==> src/rtl/imm_narrow_packer.sv <==
// Packs 32-bit immediates into 16-bit beats: one tagged beat for sign-extendable words, high/low beats otherwise.
// Optional accept counters enabled by defining IMM_STATS_EN.
module imm_narrow_packer (
  input  logic        clk_i,
  input  logic        rst_i,
  input  logic [31:0] data_i,
  input  logic        valid_i,
  output logic        ready_o,
  output logic [15:0] half_o,
  output logic        short_o,
  output logic        last_o,
  output logic        valid_o,
  input  logic        ready_i
`ifdef IMM_STATS_EN
  ,
  output logic [15:0] short_cnt_o,
  output logic [15:0] long_cnt_o
`endif
);

  typedef enum logic [1:0] {EMPTY, SHORT, HIGH, LOW} state_t;

  state_t      r_state, w_state_nxt;
  logic [31:0] r_word, w_word_nxt;
  logic [15:0] r_half, w_half_nxt;
  logic        r_short, r_last, r_valid;
  logic        w_xfer, w_ready, w_acc, w_fits;

  assign w_fits  = (data_i[31:15] == '0) || (data_i[31:15] == '1);
  assign w_xfer  = r_valid && ready_i;
  // Final-beat transfer frees the slot in the same cycle, so a new word can follow with no bubble.
  assign w_ready = (r_state == EMPTY) || (w_xfer && r_last);
  assign w_acc   = valid_i && w_ready;

  always_comb begin
    w_state_nxt = r_state;
    w_word_nxt  = w_acc ? data_i : r_word;
    case (r_state)
      EMPTY: if (w_acc) w_state_nxt = w_fits ? SHORT : HIGH;
      HIGH:  if (w_xfer) w_state_nxt = LOW;
      SHORT, LOW: begin
        if (w_xfer) begin
          if (w_acc) w_state_nxt = w_fits ? SHORT : HIGH;
          else       w_state_nxt = EMPTY;
        end
      end
      default: w_state_nxt = EMPTY;
    endcase
  end

  // Outputs are decoded from the next state so they come straight out of flops.
  always_comb begin
    w_half_nxt = r_half;
    case (w_state_nxt)
      SHORT, LOW: w_half_nxt = w_word_nxt[15:0];
      HIGH:       w_half_nxt = w_word_nxt[31:16];
      default:    w_half_nxt = r_half;
    endcase
  end

  always_ff @(posedge clk_i or negedge rst_i) begin
    if (!rst_i) begin
      r_state <= EMPTY;
      r_word  <= '0;
      r_half  <= '0;
      r_short <= 1'b0;
      r_last  <= 1'b0;
      r_valid <= 1'b0;
    end else begin
      r_state <= w_state_nxt;
      r_word  <= w_word_nxt;
      r_half  <= w_half_nxt;
      r_short <= (w_state_nxt == SHORT);
      r_last  <= (w_state_nxt == SHORT) || (w_state_nxt == LOW);
      r_valid <= (w_state_nxt != EMPTY);
    end
  end

  assign ready_o = w_ready;
  assign half_o  = r_half;
  assign short_o = r_short;
  assign last_o  = r_last;
  assign valid_o = r_valid;

`ifdef IMM_STATS_EN
  logic [15:0] r_short_cnt, r_long_cnt;

  always_ff @(posedge clk_i or negedge rst_i) begin
    if (!rst_i) begin
      r_short_cnt <= '0;
      r_long_cnt  <= '0;
    end else if (w_acc) begin
      if (w_fits && r_short_cnt != 16'hFFFF) r_short_cnt <= r_short_cnt + 16'd1;
      if (!w_fits && r_long_cnt != 16'hFFFF) r_long_cnt <= r_long_cnt + 16'd1;
    end
  end

  assign short_cnt_o = r_short_cnt;
  assign long_cnt_o  = r_long_cnt;
`endif

endmodule

==> config.mk <==
export PLATFORM = sky130hd
export DESIGN_NAME = imm_narrow_packer
export DESIGN_NICKNAME = d
export VERILOG_FILES = /design/src/rtl/imm_narrow_packer.sv
export SDC_FILE = /design/constraint.sdc
export NUM_CORES = 1
export LEC_CHECK = 0
export CAP_MARGIN = 20
export CORE_MARGIN = 2
export CORE_UTILIZATION = 40
export CTS_CLUSTER_SIZE = 8
export DETAILED_ROUTE_END_ITERATION = 6
export PLACE_DENSITY = 0.74
export SYNTH_ARGS = -nofsm -noshare
export SYNTH_HDL_FRONTEND = slang
export SYNTH_SLANG_ARGS = --single-unit
==> constraint.sdc <==
create_clock -name clk_i -period 3.3 [get_ports clk_i]
set_input_delay 0.33 -clock clk_i [delete_from_list [all_inputs] [get_ports clk_i]]
set_output_delay 0.33 -clock clk_i [all_outputs]
set_load 0.03 [all_outputs]
==> results of run 1 <==
kinds of logic (layout without fill, tap and decap cells):
family,after synthesis,after routing
AO/OA/AOI/OAI,40,40
buffers and inverters,30,85
AND/OR/NAND/NOR,106,106
multiplexers,16,16
flip-flops,52,52
state kept, by name (all words and copies together), names as in the netlist:
signal   cells
r_word      32
valid_o      1
short_o      1
last_o       1
r_state      1
half_o      16
cell usage in the layout, fill, tap and decap left out, drive strengths merged, types with 3 or more instances in the layout:
master,Yosys,final
dfrtp,52,52
buf,10,7
clkbuf,4,7
a32oi,16,16
clkdlybuf4s50,0,54
nand3,20,20
mux2i,16,16
nor2,3,3
a211oi,16,16
nor4,3,3
nand2,68,68
inv,16,16
Yosys cell counts, drive strengths merged, types with 2 or more instances:
library cell	number
nand2	68
a211oi	16
nor4	3
a32oi	16
inv	16
and3	2
nor2	3
o21ai	2
mux2i	16
buf	10
nand3	20
clkbuf	4
and2	2
nand4	2
dfrtp	52
nand2b	2
report_power, final:
part	internal [W]	switching [W]	leakage (nW)
combinational	0.000622	0.000926	0.664
clock	0.000171	0.000212	0.0445
sequential	0.000964	0.000168	0.618
total	0.00176	0.00131	1.33
stage by stage:
stage / setup slack (ns) / area [µm²] / hold slack (ns) / cells
after floorplan: 1.145 / 2425 / 0.03441 / 244
after CTS: 0.9982 / 3112 / 0.05944 / 374
after global routing: 0.8745 / 3112 / 0.07578 / 374
after detailed placement: 0.6847 / 3018 / 0.3893 / 366
final: 1.013 / 3112 / 0.03880 / 374
after global placement: 0.7254 / 3018 / 0.3786 / 366
per-layer routing:
| metal | up-vias | wire length, µm | track usage |
|---|---|---|---|
| met3 | 4 | 441 | 0.03956 |
| met5 | - | 0 | 0 |
| li1 | 969 | - | - |
| met4 | 0 | 40 | 0.05167 |
| met2 | 85 | 2834 | 0.2886 |
| met1 | 993 | 2793 | 0.2750 |
layout make-up:
type,instances,area [µm²],area share
well taps,75,93.84,0.03016
repair buffers,61,590.6,0.1898
clock buffers,7,86.33,0.02774
inverters,16,60.06,0.01930
flip-flops and latches,52,1301,0.4182
clock inverters,1,7.507,0.002413
multi-input cells,162,972.2,0.3124
final timing paths:
path                             from    endpoint  cells after the start
min in group clk_i         r_word[28]  r_word[28]                      2
min reg2reg                r_word[28]  r_word[28]                      2
max in group asynchronous       rst_i  r_word[17]                      2
max                        data_i[26]  half_o[10]                      7
min                             rst_i   half_o[6]                      1
max reg2reg                    last_o  half_o[10]                      6
==> results, run 1 <==
- For this run, the share of the core covered by cells in the final layout is 0.5287.
- Data arrives at the worst endpoint at ~2.5 ns.
- The critical path in this run is classified as primary input to flip-flop.
- The number of instances in the synthesized netlist is between 200 and 250.
- The critical path launch point type is a primary input.
- For the worst-skew pair, the clock arrives at the later sink with an insertion delay of 0.30 ns.
- The die height is between 80 and 90 µm.
- The starting density of the core is 0.4120.
- Clock-pin slew was measured on the worst setup and hold paths at 0.10 ns.
- The number of fillers in the final layout is ~540.
- The floorplan die area is 6701 µm².
- For this run, design rule violations remaining after detail routing come to 0.
- Of the total synthesized cell area, the portion taken by full adders, half adders and majority gates is 0.
- The routed wirelength normalized by instance count is 16.34 µm.
- The proportion of synthesized area in mux cells is 0.06605.
- Entering global routing, the biggest net connects 29 pins.
- Across every metal layer, demand over resource in global routing totals 0.1899.
- The number of buffers and inverters on the critical path is 2.
- The root buffer cell is sky130_fd_sc_hd__clkbuf_8.
- The max-slew headroom at the worst pin is 0.5420.
- The TritonCTS clock tree is done.
- IR analysis of the VDD net gives a maximum drop of between 0.4 and 0.5 mV.
- STA classifies the critical path endpoint as a flip-flop.
- Max-cap violations in this run came to 0.
- The pin slew with the least headroom to its limit is between 0.6 and 0.7 ns.
- The synthesized netlist contains 29 unique library cells.
- The placed wire-length estimate after detailed placement is 4205 µm.
- The remaining antenna violation count is 0.
- The cell with the largest stage delay on the worst path is sky130_fd_sc_hd__o221ai_2.
- The routed layout has 2051 vias.
- The flow ran to the end, and the final reports show no timing, DRC or antenna violations.
- The number of CTS-inserted buffers is 5.
- In the synthesized netlist the dominant register cell turns out to be sky130_fd_sc_hd__dfrtp_1.
- The cell that appears most often on the critical path is sky130_fd_sc_hd__nand3_1.
- For this run, the post-layout net count is roughly 330.
- The share of synthesized area occupied by flip-flops and latches is 0.5366.
- Routability-driven placement finished with a final weighted congestion of roughly 0.84.
- Of the post-synthesis cell area, the dominant cell type holds 0.5366.
- Yosys printed 0 warnings.
- In the finished design, the share of the clock period the worst path needs comes to 0.6929.
- The chip width is between 80 and 90 µm.
- For this run, the slowest stage of the critical path takes 0.52 ns.
- The total power of the final layout is a little over 0.003 W.
- Walking the worst path, the cells encountered are clkdlybuf4s50_1, nor4_1, nand3_1, o221ai_2, buf_4, nand3_1, a32oi_1.
- The total wire length is 6110 µm.
- The cell family contributing the most delay on the critical path is buffers and inverters.
- 56 I/O pins were placed.
- For this block, the initial DRC count from the detailed router was 124.
- In this run the power density over the cells is just under 1000 nW/µm².
- For this run, asynchronously set or reset flops after synthesis account for 1.000.
- The count of hold-fix buffers inserted at cts is 0.
- Each instance of the synthesized netlist takes up on average around 9.9 µm².
- The area of the core region is 5886 µm².
- Of the total synthesized cell area, the portion taken by AND, OR, NAND and NOR gates is 0.1925.
- For flop-to-flop paths, the worst setup slack is 1.14 ns.
- The sum of overflow across all layers after global routing is 0.
- The floorplan has 28 rows.
- Timing would allow up to 437.3 MHz.
- The repair_antennas step left the layout with diodes totalling 0.
- By area, the combinational part of the netlist is dominated by simple AND/OR/NAND/NOR gates.
- The area added between synthesis and finish is 28.33%.
- In this run, post-CTS repair resized a total of 0 instances.
- Setup violations remaining at the end of the flow were counted as 0.
- The parity-gate share of the synthesized area counting xor and xnor cells is 0.
- Synthesis produced a netlist with a net count of 280.
- The largest buffer count on any clock path is 2.
- The number of hold-slack violations in the final timing report is 0.
- The initial antenna violation count is 0.
- The leakage power total is roughly 1.3 nW.
- Dividing the detail-routed via count by the number of cells gives about 5.5.
- The post-layout minimum cycle time is approximately 2.3 ns.
- The final worst clock skew is 0.006045 ns.
- The H-tree depth is 2.
- Once the clock tree was built, the setup fixing pass inserted 0 buffers.
- In this run the worst path has a maximum fanout of 10.
- In the final layout, the share of cells above drive strength 1 is 0.06020.
- The number of synthesized flops with an enable pin is 0.
- The cell type with the highest aggregate area in the netlist is sky130_fd_sc_hd__dfrtp_1.
- By area the synthesized netlist is led by sky130_fd_sc_hd__dfrtp_1 54%, sky130_fd_sc_hd__nand2_1 11%, sky130_fd_sc_hd__mux2i_1 6.6%, sky130_fd_sc_hd__a32oi_1 5.8%, sky130_fd_sc_hd__a211oi_1 5.0%.
- Setup repair after global routing left no endpoint under its margin.
- The register bit count reported by yosys is 52.
- The first global-routing pass estimated between 9000 and 10000 µm of wire.
- The via count of the first global-routing pass is between 1500 and 2000.
- In this run the cell area of the synthesized design comes to about 2400 µm².
- The type of the tightest min-delay check is primary input to async pin.
- For the worst setup path, the data required time is 3.52 ns.
- The clock net in this run drives a total of 52 sinks.
- The number of buffer cells added on primary ports is 55.
- The complex-gate fraction of the synthesized area came to 0.1424.
- After routing, the total negative slack on setup checks comes to 0 ns.
- The first detailed-routing pass ran for 4 iterations.
- The final-report max-slew violation count was 0.
(Power assumes the default switching activity.)
==> inputs of run 2 (changes only) <==
--- a/config.mk
+++ b/config.mk
@@ -10,7 +10,7 @@
 export CORE_UTILIZATION = 40
 export CTS_CLUSTER_SIZE = 8
 export DETAILED_ROUTE_END_ITERATION = 6
-export PLACE_DENSITY = 0.74
+export PLACE_DENSITY = 0.77
 export SYNTH_ARGS = -nofsm -noshare
 export SYNTH_HDL_FRONTEND = slang
 export SYNTH_SLANG_ARGS = --single-unit
==> constraint.sdc (replaced) <==
create_clock -name clk_i -period 2.01 [get_ports clk_i]
set_input_delay 0.201 -clock clk_i [delete_from_list [all_inputs] [get_ports clk_i]]
set_output_delay 0.201 -clock clk_i [all_outputs]
set_load 0.03 [all_outputs]
==> results, run 2 (synthesis results as in run 1) <==
- The switching power is 0.002142 W (+64%).
- The most common library cell in the layout ignoring fill and taps is sky130_fd_sc_hd__nand2_1.
- The type of the tightest min-delay check is primary input to async pin.
- The flow ran to the end, and the final reports show no timing, DRC or antenna violations.
- The worst path setup slack after routing is 0.1734 ns (-0.8400 ns).
- The number of buffers and inverters on the critical path is 2 (unchanged).
- The global-route wire length before repair is 10040 µm (+4.6%).
- The detailed router's first-iteration violation count was 125 (+0.81%).
- The clock-pin slew on the worst setup and hold paths is 0.09 ns (about the same).
- The via density per instance is 5.273 (-3.9%).
- Setup repair after global routing left no endpoint under its margin.
- The largest buffer count on any clock path came to 2 (unchanged).
- The internal power component is 0.003037 W (+73%).
- The leakage power total is 1.467 nW (+11%).
- The part of the power in the clock network is 0.115 (-0.010).
- The floorplan die area came to 6701 µm² (unchanged).
- The final instance area was 3321 µm² (+6.7%).
- The number of nets at the end of the flow is 360 (+7.8%).
- The area added between synthesis and finish is 36.95%.
- The share of total power in sequential cells came to 0.354 (-0.016).
- The total power of the final layout was 0.005179 W (+69%).
- The maximum resistive drop on vdd was 0.7930 mV (+67%).
- The worst path needs between 1.5 and 2 ns of the cycle, external delays included.
- The data arrival time of the worst path was 2.06 ns (-0.45 ns).
- The library cells used most frequently in the layout, excluding fill and tap cells, are 68 x sky130_fd_sc_hd__nand2_1, 53 x sky130_fd_sc_hd__clkdlybuf4s50_1, 52 x sky130_fd_sc_hd__dfrtp_1.
- The routability congestion estimate is 0.8086 (-4.0%).
- The final-report max-slew violation count is 0 (unchanged).
- The critical path goes through clkdlybuf4s50_1, nand4_1, or3_4, o32ai_4, buf_4, a211oi_1, a32oi_1.
- The count of inserted antenna diode cells was 0 (unchanged).
- The number of buffer cells added on primary ports was 55 (unchanged).
- The number of hold-slack violations in the final timing report is 0 (unchanged).
- The first-pass iteration count of the detailed router is 4 (unchanged).
- The endpoint identified for the worst register-to-register timing path is half_o[13].
- The root buffer cell is sky130_fd_sc_hd__clkbuf_8.
- The count of final setup violators is 0 (unchanged).
- The via count of the first global-routing pass is 2115 (+8.1%).
- The area of the core region is 5886 µm² (unchanged).
- The number of sinks driven by the clock tree is 52 (unchanged).
- The routed wirelength normalized by instance count is 15.52 µm (-5.0%).
- The final worst clock skew is 0.005345 ns (-0.0007004 ns).
- The die height is 81.86 µm (unchanged).
- The H-tree depth is 2 (unchanged).
- The sum of overflow across all layers after global routing is 0 (unchanged).
- The post-route setup TNS was 0 ns (unchanged).
- The cell with the largest stage delay on the worst path is sky130_fd_sc_hd__clkdlybuf4s50_1.
- The number of core rows is 28 (unchanged).
- The total track usage came to 0.1989 (+0.009061).
- The instance area after placement is 3211 µm² (+6.4%).
- The chip width was 81.86 µm (unchanged).
- The starting density of the core was 0.4120 (unchanged).
- The remaining antenna violation count is 0 (unchanged).
- The max-slew headroom at the worst pin came to 0.5265 (-0.01550).
- The switching share of power is 0.4137 (-0.01271).
- Dividing the final minimum period by the clock period gives 0.9137.
- The worst register-to-register path begins at last_o.
- The register bank with the most flops is r_word.
- The share of layout cells above drive strength 1 is 0.1292 (+0.06903).
- The placed wire-length estimate after detailed placement is 4508 µm (+7.2%).
- The data required time at the worst endpoint is 2.23 ns (-1.29 ns).
- The worst slack after detailed placement is -0.1507 ns (-0.8354 ns).
- The later-pin clock latency in the skew report was 0.30 ns (about the same).
- Grouping stages by cell kind, the critical path spends the most delay in buffers and inverters.
- The largest incremental delay on the critical path came to 0.55 ns (+0.03 ns).
- Static timing analysis puts the maximum clock frequency at approximately 540 MHz.
- The pin count of the biggest net entering global routing is 33 (+14%).
- STA classifies the critical path startpoint as a primary input.
- The critical path class is primary input to flip-flop.
- The power per unit of standard cell area is 1560 nW/µm² (+58%).
- The pin slew with the least headroom to its limit is 0.7103 ns (+0.02491 ns).
- TritonCTS built the clock tree.
- The total wire length is 6207 µm (+1.6%).
- The part of the total power dissipated in combinational logic came to 0.530 (+0.025).
- The via count is 2109 (+2.8%).
- The top-level port count was 56 (unchanged).
- The flip-flop count of the largest register, all copies and words added came to 32 (unchanged).
- The number of CTS-inserted buffers is 5 (unchanged).
- The reg-to-reg setup timing slack came to 0.20 ns (-0.94 ns).
- The number of cell instances on the worst register-to-register path came to 6 (unchanged).
- The residual DRC count is 0 (unchanged).
- The final cell utilization of the core came to 0.5642 (+0.03550).
- The maximum net fanout on the critical path was 8 (-2).
- The max-capacitance violation count is 0 (unchanged).
- The initial antenna violation count was 0 (unchanged).
- STA classifies the critical path endpoint as a flip-flop.
==> run 2: changes by cell type in the layout (fill, tap and decap cells not counted) <==
cell / delta
sky130_fd_sc_hd__o21ai_1: +1
sky130_fd_sc_hd__buf_12: +1
sky130_fd_sc_hd__o21ai_0: -1
sky130_fd_sc_hd__dlygate4sd3_1: +1
sky130_fd_sc_hd__clkinvlp_4: -1
sky130_fd_sc_hd__clkbuf_1: +1
sky130_fd_sc_hd__buf_4: +24
sky130_fd_sc_hd__clkdlybuf4s50_1: -1
sky130_fd_sc_hd__dlymetal6s2s_1: +1
==> run 2: worst max path at each step <==
stage / depth (start not counted) / start / end / slack, ns
2_1_floorplan: 7 / valid_o / half_o[10] / 0.13
3_3_place_gp: 7 / data_i[25] / half_o[13] / -0.10
3_5_place_dp: 7 / data_i[25] / half_o[14] / -0.15
4_1_cts: 3 / last_o / ready_o / 0.03
5_1_grt: 9 / data_i[31] / half_o[13] / 0.006
6_report: 7 / data_i[25] / half_o[14] / 0.17
==> run 2: area by class of cell <==
cell class,count,area (µm²)
flip-flops and latches,52,1301
fillers,536,2565
repair buffers,87,803.3
multi-input cells,162,972.2
clock buffers,8,90.09
inverters,16,60.06
well taps,75,93.84
==> run 2: per-layer routing <==
metal / vias to the layer above / global-route usage / wire (µm)
met1: 1020 / 0.2551 / 2754
met4: 0 / 0.05000 / 48
li1: 1021 / - / -
met2: 62 / 0.3374 / 2989
met3: 6 / 0.04835 / 415
met5: - / 0 / 0
==> run 2: power by group through the flow <==
stage / Clock (W) / Sequential (W) / Combinational (W)
2_1_floorplan: 0 / 0.00219 / 0.00140
3_3_place_gp: 0 / 0.00184 / 0.00268
3_5_place_dp: 0 / 0.00185 / 0.00275
4_1_cts: 0.000613 / 0.00184 / 0.00276
5_1_grt: 0.000659 / 0.00189 / 0.00301
6_report: 0.000598 / 0.00183 / 0.00275
==> run 2: repair_timing <==
| action | in CTS | in global routing |
|---|---|---|
| setup buffers | 0 | 1 |
| gates resized for setup | 0 | 1 |
| hold buffers | 1 | 0 |
| endpoints found under the setup margin | 0 | 2 |
| hold endpoints to repair | 30 | 0 |
==> run 2: worst register-to-register path: cells and delay by family, from the launching register on <==
kind | cells | cell delay (ns)
AND/OR/NAND/NOR | 1 | 0.18
buffers and inverters | 1 | 0.19
AO/OA/AOI/OAI | 4 | 0.87
flip-flops | 1 | 0.45
==> run 2: metrics by stage <==
step                      hold WS [ns]  std cells
after CTS                       0.4844        399
after global routing            0.5049        400
final                           0.4728        400
after global placement          0.2824        390
after floorplan               -0.09459        244
after detailed placement        0.2899        390
==> inputs of run 3 (changes only) <==
--- a/config.mk
+++ b/config.mk
@@ -6,11 +6,11 @@
 export NUM_CORES = 1
 export LEC_CHECK = 0
 export CAP_MARGIN = 20
-export CORE_MARGIN = 2
 export CORE_UTILIZATION = 40
 export CTS_CLUSTER_SIZE = 8
 export DETAILED_ROUTE_END_ITERATION = 6
 export PLACE_DENSITY = 0.77
+export SETUP_SLACK_MARGIN = 0.2
 export SYNTH_ARGS = -nofsm -noshare
 export SYNTH_HDL_FRONTEND = slang
 export SYNTH_SLANG_ARGS = --single-unit
==> results, run 3 (synthesis results as in run 1) <==
- The via density per instance came to 5.421 (+2.8%).
- The remaining antenna violation count was 0 (unchanged).
- The final-report max-slew violation count is 0 (unchanged).
- The routing usage on met1 is 0.3017 (+0.04660).
- The routed wirelength normalized by instance count is 15.95 µm (+2.8%).
- The worst setup path is launched from a flip-flop.
- The count of inserted antenna diode cells is 0 (unchanged).
- The number of buffer cells added on primary ports is 55 (unchanged).
- The slowest stage of the critical path belongs to the cell sky130_fd_sc_hd__dfrtp_2.
- The placed wire-length estimate after detailed placement is 4504 µm (about the same).
- The number of nets at the end of the flow came to 364 (+1.1%).
- The run finished with clean final reports.
- The part of the power in the clock network is 0.118 (+0.003).
- The final worst clock skew was 0.004571 ns (-0.0007738 ns).
- The initial antenna violation count is 0 (unchanged).
- The global-route wire length before repair came to 10520 µm (+4.7%).
- The number of CTS-inserted buffers is 5 (unchanged).
- The pin slew with the least headroom to its limit is 0.6442 ns (-0.06609 ns).
- The area added between synthesis and finish is 40.66%.
- The starting density of the core came to 0.4272 (+0.01526).
- The met3 demand-to-capacity share in global routing is 0.04686 (-0.001495).
- The switching power is 0.002203 W (+2.8%).
- The critical path capture point is half_o[4].
- Setup repair after global routing left no endpoint under its margin.
- The total track usage is 0.2162 (+0.01732).
- The maximum net fanout on the critical path was 10 (+2).
- The pin count of the biggest net entering global routing was 27 (-18%).
- The share of total power in sequential cells was 0.354 (about the same).
- The largest buffer count on any clock path is 2 (unchanged).
- The number of cell instances on the worst register-to-register path is 6 (unchanged).
- The launching instance or port of the critical path is last_o.
- The internal power component came to 0.003040 W (about the same).
- In this run the most critical hold path is launched from data_i[30].
- The final instance area is 3411 µm² (+2.7%).
- The library cells used most frequently in the layout, excluding fill and tap cells, are 68 x sky130_fd_sc_hd__nand2_1, 50 x sky130_fd_sc_hd__dfrtp_1, 41 x sky130_fd_sc_hd__clkdlybuf4s50_1.
- The routability congestion estimate was 0.8580 (+6.1%).
- The type of the tightest min-delay check is primary input to flip-flop.
- The worst register-to-register path begins at last_o.
- The count of final setup violators is 0 (unchanged).
- The share of layout cells above drive strength 1 came to 0.1611 (+0.03186).
- The area of the core region is 5675 µm² (-3.6%).
- The number of hold-slack violations in the final timing report is 0 (unchanged).
- The number of fillers in the final layout is 482 (-10%).
- The area of the multi-input gates is 1001 µm² (+3.0%).
- The leakage power total is 1.576 nW (+7.5%).
- The number of core rows is 27 (-3.6%).
- The max-slew headroom at the worst pin is 0.5705 (+0.04406).
- The instance area after placement came to 3226 µm² (+0.47%).
- The final cell utilization of the core came to 0.6010 (+0.03677).
- The top-level port count is 56 (unchanged).
- The part of the total power dissipated in combinational logic came to 0.528 (-0.002).
- The sum of overflow across all layers after global routing came to 0 (unchanged).
- The largest incremental delay on the critical path was 0.45 ns (-0.10 ns).
- The final hold slack is 0.1937 ns (-0.2790 ns).
- The max-capacitance violation count is 0 (unchanged).
- The later-pin clock latency in the skew report was 0.31 ns (about the same).
- The via count of the first global-routing pass came to 2199 (+4.0%).
- The element type at the critical path end is a flip-flop.
- The H-tree depth is 2 (unchanged).
- The switching share of power was 0.4202 (+0.006527).
- The number of cells on the critical path is 6 (-1).
- The detailed router's first-iteration violation count was 178 (+42%).
- The data required time at the worst endpoint is 2.23 ns (about the same).
- The root buffer cell is sky130_fd_sc_hd__clkbuf_8.
- The data arrival time of the worst path is 1.98 ns (-0.08 ns).
- The die height is 79.86 µm (-2.4%).
- The post-layout minimum cycle time came to 1.759 ns (-0.07797 ns).
- The footprint of the flip-flops and latches was 1304 µm² (+0.19%).
- In this run the most used layer during global routing was met2.
- The floorplan die area is 6378 µm² (-4.8%).
- The number of buffers and inverters on the critical path is 1 (-1).
- Among cell families on the critical path, the largest total delay comes from compound AO/OA/AOI/OAI gates.
- The critical path is of the flip-flop to flip-flop type.
- Counting flops per register, the top entry is r_word.
- The maximum frequency from static timing analysis came to 568.6 MHz (+4.4%).
- The maximum resistive drop on vdd is 0.7729 mV (-2.5%).
- The total wire length is 6395 µm (+3.0%).
- The first-pass iteration count of the detailed router is 4 (unchanged).
- The via count is 2174 (+3.1%).
- In this run the critical register-to-register path is captured at half_o[4].
- The final worst-path cycle share is 0.8749 (-0.03879).
- TritonCTS built the clock tree.
- The met2 demand-to-capacity share in global routing is 0.3291 (-0.008339).
- The residual DRC count is 0 (unchanged).
- The clock-pin slew on the worst setup and hold paths was 0.09 ns (about the same).
- Traced cell by cell, the critical path runs through nand2b_1, o2111ai_2, o32ai_4, or2_4, buf_6, a32oi_1.
- The reg-to-reg setup timing slack came to 0.25 ns (+0.05 ns).
- The power per unit of standard cell area was 1537 nW/µm² (-1.4%).
- The most common library cell in the layout ignoring fill and taps is sky130_fd_sc_hd__nand2_1.
- The chip width is 79.86 µm (-2.4%).
- The number of sinks driven by the clock tree is 52 (unchanged).
- The flip-flop count of the largest register, all copies and words added is 32 (unchanged).
run 3: worst min-delay path by stage:
stage,cells after the start,endpoint
final,3,r_word[30]
after global routing,3,r_word[30]
after CTS,3,r_word[22]
after detailed placement,2,half_o[4]
after global placement,2,valid_o
after floorplan,0,half_o[0]
run 3: tightest hold or removal path, cell delays in order:
cell and delay (ns):
sky130_fd_sc_hd__dlymetal6s2s_1 0.16, sky130_fd_sc_hd__nand2_1 0.07, sky130_fd_sc_hd__nand2_1 0.04
run 3: layer usage:
metal | wire, µm | up-vias
li1 | - | 1025
met1 | 2914 | 1050
met2 | 2960 | 87
met3 | 411 | 12
met4 | 109 | 0
met5 | 0 | -
run 3: area by class of cell:
cell class                      instances  share of cell area
Clock buffer                            7             0.02531
Clock inverter                          1            0.002201
Inverter                               16             0.01761
Multi-Input combinational cell        162              0.2935
Sequential cell                        52              0.3822
Tap cell                               72             0.02641
Timing Repair Buffer                   91              0.2528
run 3: through the flow:
| step | setup TNS [ns] | power [W] | worst slack [ns] | instances |
|---|---|---|---|---|
| 2_1_floorplan | 0 | 0.003594 | 0.2314 | 244 |
| 3_3_place_gp | -1.356 | 0.004491 | -0.08835 | 390 |
| 3_5_place_dp | -2.312 | 0.004597 | -0.1636 | 390 |
| 4_1_cts | 0 | 0.005208 | 0.2023 | 400 |
| 5_1_grt | 0 | 0.005582 | 0.1859 | 401 |
| 6_report | 0 | 0.005243 | 0.2514 | 401 |
run 3: repair_timing:
item / 4_1_cts / 5_1_grt
pin swaps: 2 / 11
setup buffers: 0 / 1
hold endpoints to repair: 52 / 0
endpoints found under the setup margin: 18 / 17
gates cloned: 1 / 0
gates resized for setup: 5 / 19
hold buffers: 1 / 0
run 3: power by group through the flow:
stage	clock network (W)	registers, W	logic (W)
after global routing	0.000666	0.00191	0.00301
after floorplan	0	0.00219	0.00140
final	0.000617	0.00186	0.00277
after CTS	0.000628	0.00185	0.00273
after detailed placement	0	0.00187	0.00273
after global placement	0	0.00185	0.00264
